`config.mk`:
```
export PLATFORM = sky130hd
export DESIGN_NAME = wb_arbiter_2m
export DESIGN_NICKNAME = d
export VERILOG_FILES = /design/src/rtl/wb_arbiter_2m.sv
export SDC_FILE = /design/constraint.sdc
export NUM_CORES = 1
export LEC_CHECK = 0
export BUFFER_PORTS_ARGS = -buffer_cell sky130_fd_sc_hd__buf_2
export CAP_MARGIN = 20
export CELL_PAD_IN_SITES_DETAIL_PLACEMENT = 1
export CELL_PAD_IN_SITES_GLOBAL_PLACEMENT = 2
export CORE_AREA = 2 2 368 370
export DETAILED_ROUTE_END_ITERATION = 6
export DIE_AREA = 0 0 370 372
export GPL_TIMING_DRIVEN = 0
export PLACE_DENSITY = 0.35
export REMOVE_ABC_BUFFERS = 1
export SLEW_MARGIN = 20
export SYNTH_ARGS = -nofsm -noshare
export SYNTH_HDL_FRONTEND = slang
export SYNTH_SLANG_ARGS = --single-unit
```
`constraint.sdc`:
```
create_clock -name clk -period 2.4 [get_ports clk]
set_input_delay 0.36 -clock clk [delete_from_list [all_inputs] [get_ports clk]]
set_output_delay 0.36 -clock clk [all_outputs]
set_load 0.1 [all_outputs]
```
`src/rtl/wb_arbiter_2m.sv`:
```
// Two-master round-robin Wishbone arbiter with a slave-hang watchdog.
// Latency: grant one cycle after cyc rises, then request/response paths are combinational.
// Backpressure: a grant is held for the whole cycle (cyc high); the other master waits.
module wb_arbiter_2m #(
    parameter int TIMEOUT = 16
) (
    input  logic         clk,
    input  logic         rst_n,
    input  logic [31:0]  m0_wb_adr,
    input  logic [15:0]  m0_wb_sel,
    input  logic         m0_wb_we,
    input  logic [127:0] m0_wb_dat_w,
    input  logic         m0_wb_cyc,
    input  logic         m0_wb_stb,
    output logic [127:0] m0_wb_dat_r,
    output logic         m0_wb_ack,
    output logic         m0_wb_err,
    input  logic [31:0]  m1_wb_adr,
    input  logic [15:0]  m1_wb_sel,
    input  logic         m1_wb_we,
    input  logic [127:0] m1_wb_dat_w,
    input  logic         m1_wb_cyc,
    input  logic         m1_wb_stb,
    output logic [127:0] m1_wb_dat_r,
    output logic         m1_wb_ack,
    output logic         m1_wb_err,
    output logic [31:0]  s_wb_adr,
    output logic [15:0]  s_wb_sel,
    output logic         s_wb_we,
    output logic [127:0] s_wb_dat_w,
    output logic         s_wb_cyc,
    output logic         s_wb_stb,
    input  logic [127:0] s_wb_dat_r,
    input  logic         s_wb_ack,
    input  logic         s_wb_err,
    output logic [1:0]   gnt
);

    typedef enum logic [1:0] {IDLE, G0, G1, ABORT} state_t;

    localparam logic [7:0] WD_LIM = 8'(TIMEOUT - 1);

    state_t     state, nxt_state;
    logic       own, nxt_own;
    logic       last, nxt_last;
    logic [7:0] wd, nxt_wd;
    logic [1:0] nxt_gnt;

    logic in_grant, in_abort, own_cyc, s_resp, arb_vld, arb_who, timeout;
    logic take, who;

    assign in_grant = (state == G0) || (state == G1);
    assign in_abort = (state == ABORT);
    assign own_cyc  = own ? m1_wb_cyc : m0_wb_cyc;
    assign s_resp   = s_wb_ack | s_wb_err;
    // On a tie the master that did not go last wins; otherwise whoever is asking.
    assign arb_vld  = m0_wb_cyc | m1_wb_cyc;
    assign arb_who  = (m0_wb_cyc & m1_wb_cyc) ? ~last : m1_wb_cyc;
    assign timeout  = in_grant & own_cyc & s_wb_stb & ~s_resp & (wd == WD_LIM);

    always_comb begin
        nxt_state = state;
        nxt_own   = own;
        nxt_last  = last;
        nxt_wd    = 8'd0;
        take      = 1'b0;
        who       = 1'b0;
        case (state)
            IDLE: begin
                if (arb_vld) begin
                    take = 1'b1;
                    who  = arb_who;
                end
            end
            G0, G1: begin
                // Owner's cyc is low here, so arb_who can only pick the other master.
                if (!own_cyc) begin
                    if (arb_vld) begin
                        take = 1'b1;
                        who  = arb_who;
                    end else begin
                        nxt_state = IDLE;
                    end
                end else if (timeout) begin
                    nxt_state = ABORT;
                end else if (s_wb_stb && !s_resp) begin
                    nxt_wd = wd + 8'd1;
                end
            end
            ABORT: begin
                if (own_cyc) begin
                    take = 1'b1;
                    who  = own;
                end else if (arb_vld) begin
                    take = 1'b1;
                    who  = arb_who;
                end else begin
                    nxt_state = IDLE;
                end
            end
            default: nxt_state = IDLE;
        endcase
        if (take) begin
            nxt_state = who ? G1 : G0;
            nxt_own   = who;
            nxt_last  = who;
        end
        case (nxt_state)
            G0:      nxt_gnt = 2'b01;
            G1:      nxt_gnt = 2'b10;
            ABORT:   nxt_gnt = nxt_own ? 2'b10 : 2'b01;
            default: nxt_gnt = 2'b00;
        endcase
    end

    always_ff @(posedge clk or negedge rst_n) begin
        if (!rst_n) begin
            state <= IDLE;
            own   <= 1'b0;
            last  <= 1'b1;
            wd    <= 8'd0;
            gnt   <= 2'b00;
        end else begin
            state <= nxt_state;
            own   <= nxt_own;
            last  <= nxt_last;
            wd    <= nxt_wd;
            gnt   <= nxt_gnt;
        end
    end

    assign s_wb_cyc   = in_grant & own_cyc;
    assign s_wb_stb   = in_grant & (own ? m1_wb_stb : m0_wb_stb);
    assign s_wb_adr   = in_grant ? (own ? m1_wb_adr   : m0_wb_adr)   : 32'd0;
    assign s_wb_sel   = in_grant ? (own ? m1_wb_sel   : m0_wb_sel)   : 16'd0;
    assign s_wb_we    = in_grant & (own ? m1_wb_we : m0_wb_we);
    assign s_wb_dat_w = in_grant ? (own ? m1_wb_dat_w : m0_wb_dat_w) : 128'd0;

    assign m0_wb_dat_r = s_wb_dat_r;
    assign m1_wb_dat_r = s_wb_dat_r;
    assign m0_wb_ack   = (state == G0) & s_wb_ack;
    assign m1_wb_ack   = (state == G1) & s_wb_ack;
    assign m0_wb_err   = ((state == G0) & s_wb_err) | (in_abort & ~own);
    assign m1_wb_err   = ((state == G1) & s_wb_err) | (in_abort & own);

endmodule

```
# After elaboration in Yosys (flattened, before gate mapping)
# Cells that the tools add are included.
word_totals:
  regBits: 14
  inputBits: 490
  output_inout_bits: 441
  elab_cells: 70
op_classes:
  n_addsub: 1
  eq_ne: 7
  muxes: 32
  bitwise_logic: 20
  reduce_logical: 5
ops:
  columns: ["cell", "n"]
  rows:
  - ["$mux 128", 2]
  - ["$mux 32", 2]
  - ["$mux 16", 2]
  - ["$mux 8", 4]
  - ["$mux 2", 7]
  - ["$and 1x1->1", 13]
  - ["$mux 1", 11]
  - ["$add 8x1->8 const B", 1]
  - ["$eq 2x2->1 const B", 4]
  - ["$eq 8x4->1 const B", 1]
  - ["$pmux 1 s3", 2]
  - ["$pmux 2 s3", 1]
  - ["$eq 2x1->1 const B", 2]
  - ["$or 1x1->1", 4]
  - ["$pmux 2 s2", 1]
  - ["$not 1->1", 3]
  - ["$logic_not 2->1", 1]
  - ["$reduce_or 2->1", 1]
  - ["$logic_and 1x1->1", 1]
  - ["$logic_not 1->1", 1]
  - ["$logic_or 1x1->1", 1]

# Logic depth before layout (Yosys ltp)
# Gate-level depths: netlist of run 1.
logic_depth:
  ltp_word: 12
  depth_mapped: 8
  depth_no_buf: 7

# Least setup slack after synthesis of run 1
# No wires, ideal clock.
synth_path:
  path_kind: "register -> output"
  startpoint: "register own"
  endpoint: "output m0_wb_err"
  arrival_ps: 3117
  required_time_ps: 2040
  setup_slack_ps: -1077
  path_stages_with_launch: 6
  n_path_buf: 4
  cell_sequence: "dfrtp_1 buf_6 buf_2 buf_2 buf_2 o21ai_0"
synth_between:
  elab_chain_cells: 3
synth_lines:
  columns: ["element", "line_no", "source"]
  rows:
  - ["start: declaration", "44", "logic own, nxt_own;"]
  - ["start signal: assignment", "125", "own <= nxt_own;"]
  - ["$not 1->1", "143", "assign m0_wb_err = ((state == G0) & s_wb_err) | (in_abort & ~own);"]
  - ["$and 1x1->1", "143", null]
  - ["$or 1x1->1", "143", null]
  - ["end: declaration", "17", "output logic m0_wb_err,"]
# Every way passes these cells.

# Final worst setup path of run 1
layout_path:
  startpoint: "register own"
  endpoint: "output s_wb_sel[0]"
layout_between:
  elab_chain_cells: 2
layout_lines:
  columns: ["element", "line_no", "source"]
  rows:
  - ["$mux 16 (2 in a row)", "135", "assign s_wb_sel = in_grant ? (own ? m1_wb_sel : m0_wb_sel) : 16'd0;"]
  - ["end: declaration", "28", "output logic [15:0] s_wb_sel,"]
# Every way passes these cells.

==> results of run 1 <==
## synthesized netlist by cell type (2+ instances only)
cell,instances,area [sq um]
sky130_fd_sc_hd__nor2b_1,177,1110
sky130_fd_sc_hd__a21o_1,2,15.0
sky130_fd_sc_hd__nand2_1,5,18.8
sky130_fd_sc_hd__nor2_1,10,37.5
sky130_fd_sc_hd__buf_4,257,1930
sky130_fd_sc_hd__inv_1,6,22.5
sky130_fd_sc_hd__mux2_4,2,30.0
sky130_fd_sc_hd__nand2b_1,3,18.8
sky130_fd_sc_hd__xnor2_1,3,26.3
sky130_fd_sc_hd__o21ai_0,2,10.0
sky130_fd_sc_hd__buf_2,21,105
sky130_fd_sc_hd__and2_1,3,18.8
sky130_fd_sc_hd__clkbuf_1,19,71.3
sky130_fd_sc_hd__nand3_1,3,15.0
sky130_fd_sc_hd__mux2i_1,177,1770
sky130_fd_sc_hd__xor2_1,3,26.3
sky130_fd_sc_hd__dfrtp_1,13,325
sky130_fd_sc_hd__ha_1,5,62.6
## area by class of cell
class | instances | area (sq um)
well taps | 1781 | 2230
fillers | 16077 | 123000
inverters | 6 | 22.5
flip-flops and latches | 14 | 355
repair buffers | 583 | 4400
clock buffers | 4 | 88.8
diodes | 5 | 12.5
multi-input cells | 418 | 3790
## worst max-delay path: stages, from the launching register on
cell and delay (ns):
sky130_fd_sc_hd__dfrtp_4 0.49, sky130_fd_sc_hd__buf_12 0.16, sky130_fd_sc_hd__buf_16 0.17, sky130_fd_sc_hd__clkbuf_16 0.22
sky130_fd_sc_hd__mux2i_4 0.24, sky130_fd_sc_hd__nor2b_2 0.16, sky130_fd_sc_hd__buf_6 0.24
## kinds of logic (layout without fill, tap and decap cells)
group,after synthesis,count (layout),share of synthesized area (%)
other cells,0,5,0
mux,179,179,30.9
buf+inv,304,593,36.7
simple gates,211,211,22.1
fa+ha+maj,5,5,1.07
flops,14,14,6.03
compound gates,17,17,2.25
xor+xnor,6,6,0.902
## registers in the layout, indices dropped and copies added, names as in the netlist
| signal | cells |
|---|---|
| wd | 8 |
| gnt | 2 |
| state | 2 |
| last | 1 |
| own | 1 |
## final timing paths
path	from	endpoint	slack, ns
max in group asynchronous	rst_n	last	2.09
min reg2reg	wd[0]	wd[0]	0.46
min in group clk	wd[0]	wd[0]	0.46
max reg2reg	state[1]	state[1]	0.09
min	rst_n	gnt[1]	0.01
max	own	s_wb_sel[0]	0.05
## routing by layer
| layer | track usage (%) | vias up | wire (microns) |
|---|---|---|---|
| met1 | 16.5 | 3273 | 41700 |
| met4 | 1.31 | 31 | 1020 |
| met5 | 6.61 | - | 1550 |
| met3 | 13.6 | 107 | 20400 |
| li1 | - | 2735 | - |
| met2 | 16.1 | 928 | 32700 |
## metrics by stage
stage	area (sq um)	cells
finish	10900	2811
global route	10900	2807
global placement	8670	2765
CTS	10600	2801
floorplan	3710	438
detailed placement	8860	2772
## power by group through the flow
stage	Clock, uW	Sequential, uW	Combinational, uW
final	349	320	25000
after global routing	372	323	26200
after CTS	357	317	25200
after detailed placement	0	415	21200
after global placement	0	558	8740
after floorplan	0	687	12400
## what timing repair did
item                                    CTS  global route
endpoints found under the setup margin  183            62
pin swaps                                 1             1
resized for setup                       360            46
buffers inserted                         15             1
gates cloned                             10             5
==> run summary, run 1 <==
The number of hold buffers added after CTS was 0. The HPWL after detailed placement is 80.3 mm. For the post-layout utilization of the core, the log shows 8.12%. The number of endpoints with negative hold slack in the final report came out at 0.

For this run, the top clock speed supported by timing is 426 MHz. The worst-case IR drop observed on VDD is 0.719 mV. The mapped cell area is 0.00583 sq mm. From synthesis to final layout, the design area changed by 87.0%. Port buffering added 546 buffers.

The detail-routed via count per cell came out at 2.52. Along the worst path, the maximum fanout reaches 7. The routability congestion estimate is 0.731.

The tools report the cell at the root of the clock tree as sky130_fd_sc_hd__clkbuf_16. After technology mapping, the gate count stands at 736. The initial core utilization came out at 4.34%. The floorplan step defined a die boundary enclosing 0.138 sq mm. After detailed routing, the total wire length is 97.4 mm. The clock drives 14 sinks. The count of synthesis-stage warnings from yosys was 0. For the worst setup path, the data required time is 2.04 ns. In the routed design, unresolved DRC markers number 0. The relative contribution of combinational cells to total power came out at 97.4%.

Setup violations remaining at the end of the flow were counted as 0. For this run, asynchronously set or reset flops after synthesis account for 100%. After clock tree synthesis, the clock-pin slew on the worst setup and hold paths is 0.05 ns. The run gives 6.03% as the share of synthesized area occupied by flip-flops and latches. The floorplan has 135 rows. Setup repair after global routing could not meet its margin everywhere. The final hold slack is 0.0131 ns, and the via count of the routed design is 7074.

The worst pin sits at a relative slew slack of 62.4%. The top cell types in the final layout, fill and taps aside, are sky130_fd_sc_hd__buf_2, sky130_fd_sc_hd__nor2b_1, sky130_fd_sc_hd__mux2i_1. The data arrival time of the critical path was 1.99 ns.

Across the routed clock network, the largest skew measured is 0.00128 ns. The logs give 0 for the max-slew violation count and 0.134 sq mm for the placeable core area. The fraction of layout instances using a drive strength above 1 was 65.7%; the logic depth of the worst register-to-register path was 10.

Prevailing post-synth register cell: sky130_fd_sc_hd__dfrtp_1. The synthesized design contains 0 enable-type register cells. The kind of end point of the critical path is an output port. Number of I/O pins: 931. The flow ran to the end, and the final reports show no timing, DRC or antenna violations. The global routing usage summed across all routing layers came out at 13.5%. The path class of the tightest hold or removal check is input port to async pin. The net count of the finished layout is 1521. Summed over all failing endpoints, the final setup total negative slack is 0 ns. The logs give 1.2% for the sequential group share of total power and 43 for the post-synthesis cell type count. Portion of the clock cycle consumed by the worst path in the final layout: 97.8%. For the total clock buffers created by CTS, the log shows 3. The detail-routed net length per standard cell is 34.6 microns. Startpoint class of the critical path: a register. The transition at the pin with the smallest max-transition slack came out at 0.549 ns.

For the max-cap violation count, the log shows 0. The completed layout was analyzed and its total power is 25600 uW. The share of total power consumed by net switching was 72.3%.

Power spread over the standard cell area amounts to 2350 mW/mm^2. Net load switching power: 18500 uW. The count of nets left with antenna violations once routing finished came out at 0.

The run gives 29 as the initial antenna violation count. The run gives 0.0532 ns as the slack of the critical path. For the worst-skew pair, the clock arrives at the later sink with an insertion delay of 0.24 ns. The first routing iteration left 298 violations. From bottom edge to top edge, the die measures 372 microns.

The run gives 1 as the total number of H-tree levels. The pre-antenna-repair detailed-routing pass consisted of 4 iterations. The run gives 2 as the maximum count of clock buffers along a single path. Each instance of the synthesized netlist takes up on average 7.92 sq um. The first global-routing pass estimated 115 mm of wire. Most common cell after layout, fill and taps aside: sky130_fd_sc_hd__buf_2. The internal power summed over all cells is 7090 uW.

The floorplan step set the die width to 370 microns. For the via count of the first global-routing pass, the log shows 7545. The tools report the largest net degree at the start of global routing as 53. The critical path is of the register to output port type.

The number of storage elements in the synthesis netlist is 14, and the total congestion overflow is 0. TritonCTS built the clock tree. The clock network accounts for 1.4% of the total power.

OpenSTA, run right after detailed placement, puts the worst setup slack at -0.664 ns. The cell leakage power is 0.00448 uW, and the clock period minus worst slack is 2.35 ns.
Note: power is estimated with default switching activity, not from simulation.
==> inputs of run 2 (changes only) <==
--- a/config.mk
+++ b/config.mk
@@ -13,8 +13,10 @@
 export DETAILED_ROUTE_END_ITERATION = 6
 export DIE_AREA = 0 0 370 372
 export GPL_TIMING_DRIVEN = 0
+export MAX_ROUTING_LAYER = met4
 export PLACE_DENSITY = 0.35
 export REMOVE_ABC_BUFFERS = 1
+export SKIP_CTS_REPAIR_TIMING = 1
 export SLEW_MARGIN = 20
 export SYNTH_ARGS = -nofsm -noshare
 export SYNTH_HDL_FRONTEND = slang
==> run 2 against run 1 <==
Effect of this change:
- the flow now finishes with violations (setup timing)
- global-route usage down 0.26 points
- critical path depth fell by 1
- core utilization barely moved
- largest cell class unchanged
- sequential cell count unchanged
- highest routed layer is now met4
- routed wire length is 1.5% higher
==> run summary, run 2 (synthesis results as in run 1) <==
The power density over cell area works out to 2360 mW/mm^2. The worst-case IR drop observed on VDD is 0.709 mV. For this run, design rule violations remaining after detail routing come to 0. The fraction of layout instances using a drive strength above 1 is 66.0%, and the detail-routed via count per cell is 2.54. After floorplanning, the core was sized to cover 0.134 sq mm. The detail route stage leaves a number of antenna-violating nets equal to 0. The final routed wirelength across all metal layers is 98.8 mm, and the area of the die is 0.138 sq mm.

In this run the deepest clock path goes through 2 buffers. The run finished, with violations left. STA classifies the critical path endpoint as an output port. The first global-routing pass estimated 109 mm of wire. Counting the buffers created by CTS gives 3. After floorplanning, the core was divided into 135 placement rows.

The startpoint class of the critical path was a register. Broken down by cell family, the worst path's largest delay share belongs to buffers and inverters. The design draws 25800 uW.

The total number of H-tree levels is 1, and the count of cell instances traversed by the critical path is 5. The number of cells on the worst reg-to-reg path is 9. For this run, the slowest stage of the critical path takes 0.56 ns. Routability congestion estimate: 0.740.

The via count of the first global-routing pass is 7290. After detailed routing, the average wire length per cell comes to 35.0 microns. During placement, the flow inserted port buffers numbering 546.

The worst path needs 2.46 ns of the cycle, external delays included. The analysis attributes to cell leakage a power of 0.00448 uW. CTS placed an instance of sky130_fd_sc_hd__clkbuf_16 at the clock tree root. TritonCTS built the clock tree. Measured along the y axis, the die boundary spans 372 microns. The run gives 8 as the count of final setup violators. For the worst setup path, the data required time is 2.04 ns. Of the available clock period, the critical path in the final layout requires 102%.

Of all nets on the critical path, the largest fanout is 23. The tools report the initial antenna violation count as 38. The cell type of the slowest stage on the worst timing path was sky130_fd_sc_hd__mux2i_2. The initial core utilization is 4.34%. At the pin with the least slew margin, the transition time is 0.594 ns. The number of I/O pins was 931; the data arrival time of the critical path was 2.10 ns. Max-cap violations in this run came to 0.

The width of the chip was 370 microns. Cells fill 8.15% of the core in the end. The tools report the via count of the routed design as 7155. Summed over all nets, the half-perimeter wirelength after detailed placement is 80.3 mm. The min-delay analysis places its worst path in the category input port to async pin.

The global routing usage summed across all routing layers was 13.3%. The number of endpoints with negative hold slack in the final report was 0; the first-pass detailed-route iteration total was 4. The largest registers in the layout are wd x8, gnt x2, state x2. Maximum operating frequency: 407 MHz. Relative to the synthesized area, the layout overhead comes to 87.7%. The max-slew violation count came out at 0.

The largest net degree at the start of global routing was 82; the clock latency on the worst-skew pair was 0.24 ns. Leaving out fill and tap cells, the most frequent cells in the layout are sky130_fd_sc_hd__buf_2, sky130_fd_sc_hd__mux2i_1, sky130_fd_sc_hd__nor2b_1. Register bank with the most flops: wd. Setup repair after global routing could not meet its margin everywhere.

Between clock sinks in the finished design, the worst skew comes to 0.000874 ns. After the first detailed-routing iteration, the DRC count stood at 323. The flip-flop count of the largest register, all copies and words added was 8.

Counting both buffers and inverters, the worst setup path holds a total of 3. Most common cell after layout, fill and taps aside: sky130_fd_sc_hd__buf_2. The net count of the finished layout is 1521. The logs give 0 for the total congestion overflow and -0.0577 ns for the slack of the critical path.

The type of the setup path with the least slack was register to output port. Measured against its own limit, the worst slew margin works out to 59.6%. The final reports fail on setup timing. Counting every sink on the clock net gives 14. Walking the worst path, the cells encountered are buf_12 -> buf_16 -> mux2i_2 -> nor2b_1 -> clkbuf_4. After clock tree synthesis, the clock-pin slew on the worst setup and hold paths is 0.05 ns.
[run 2: changes by cell type in the layout (fill, tap and decap cells not counted), sizes merged]
cell	previous run	this run
clkbuf	16	106
bufbuf	2	0
diode	5	16
buf	569	481
[run 2: worst paths after layout]
path | start | end | slack, ns
max in group asynchronous | rst_n | last | 2.09
worst min register to register | wd[0] | wd[0] | 0.46
worst min-delay path | rst_n | gnt[1] | 0.01
min in group clk | wd[0] | wd[0] | 0.46
worst max register to register | state[1] | state[1] | 0.14
worst max-delay path | own | s_wb_dat_w[121] | -0.06
[run 2: final cells by class]
| cell class | count | area, sq um |
|---|---|---|
| clock buffers | 4 | 88.8 |
| fillers | 16053 | 123000 |
| repair buffers | 583 | 4410 |
| flip-flops and latches | 14 | 355 |
| inverters | 6 | 22.5 |
| well taps | 1781 | 2230 |
| diodes | 16 | 40.0 |
| multi-input cells | 418 | 3790 |
[run 2: layer usage]
layer / vias up / wire length (microns) / track usage [%]
met1: 3342 / 45100 / 16.9
met4: 0 / 818 / 0.954
met2: 984 / 33300 / 15.0
li1: 2753 / - / -
met3: 76 / 19700 / 12.4
met5: - / 0 / -
[run 2: per-stage QoR]
step                instances  area (sq um)  hold WS [ns]  setup WS, ns  TNS [ns]
floorplan                 438          3710        0.0644         -7.54  -1054.97
global placement         2765          8670         0.277         -9.41  -1477.73
detailed placement       2772          8860         0.284        -0.664    -37.93
CTS                      2776          8950        0.0269        -0.928    -78.13
global route             2813         10900        0.0361       -0.0951     -1.28
finish                   2822         10900        0.0130       -0.0577    -0.143
[run 2: worst reg2reg max path, delay by kind of cell, from the launching register on]
family	cells	cell delay (ns)
AOI/OAI and AO/OA	3	0.40
adders and majority gates	1	0.31
buffers and inverters	3	0.42
DFF	1	0.37
and+or+nand+nor	2	0.63
[run 2: power by group]
group	switching [uW]	internal, uW
registers	28.6	293
clock network	96.0	252
logic	18600	6570
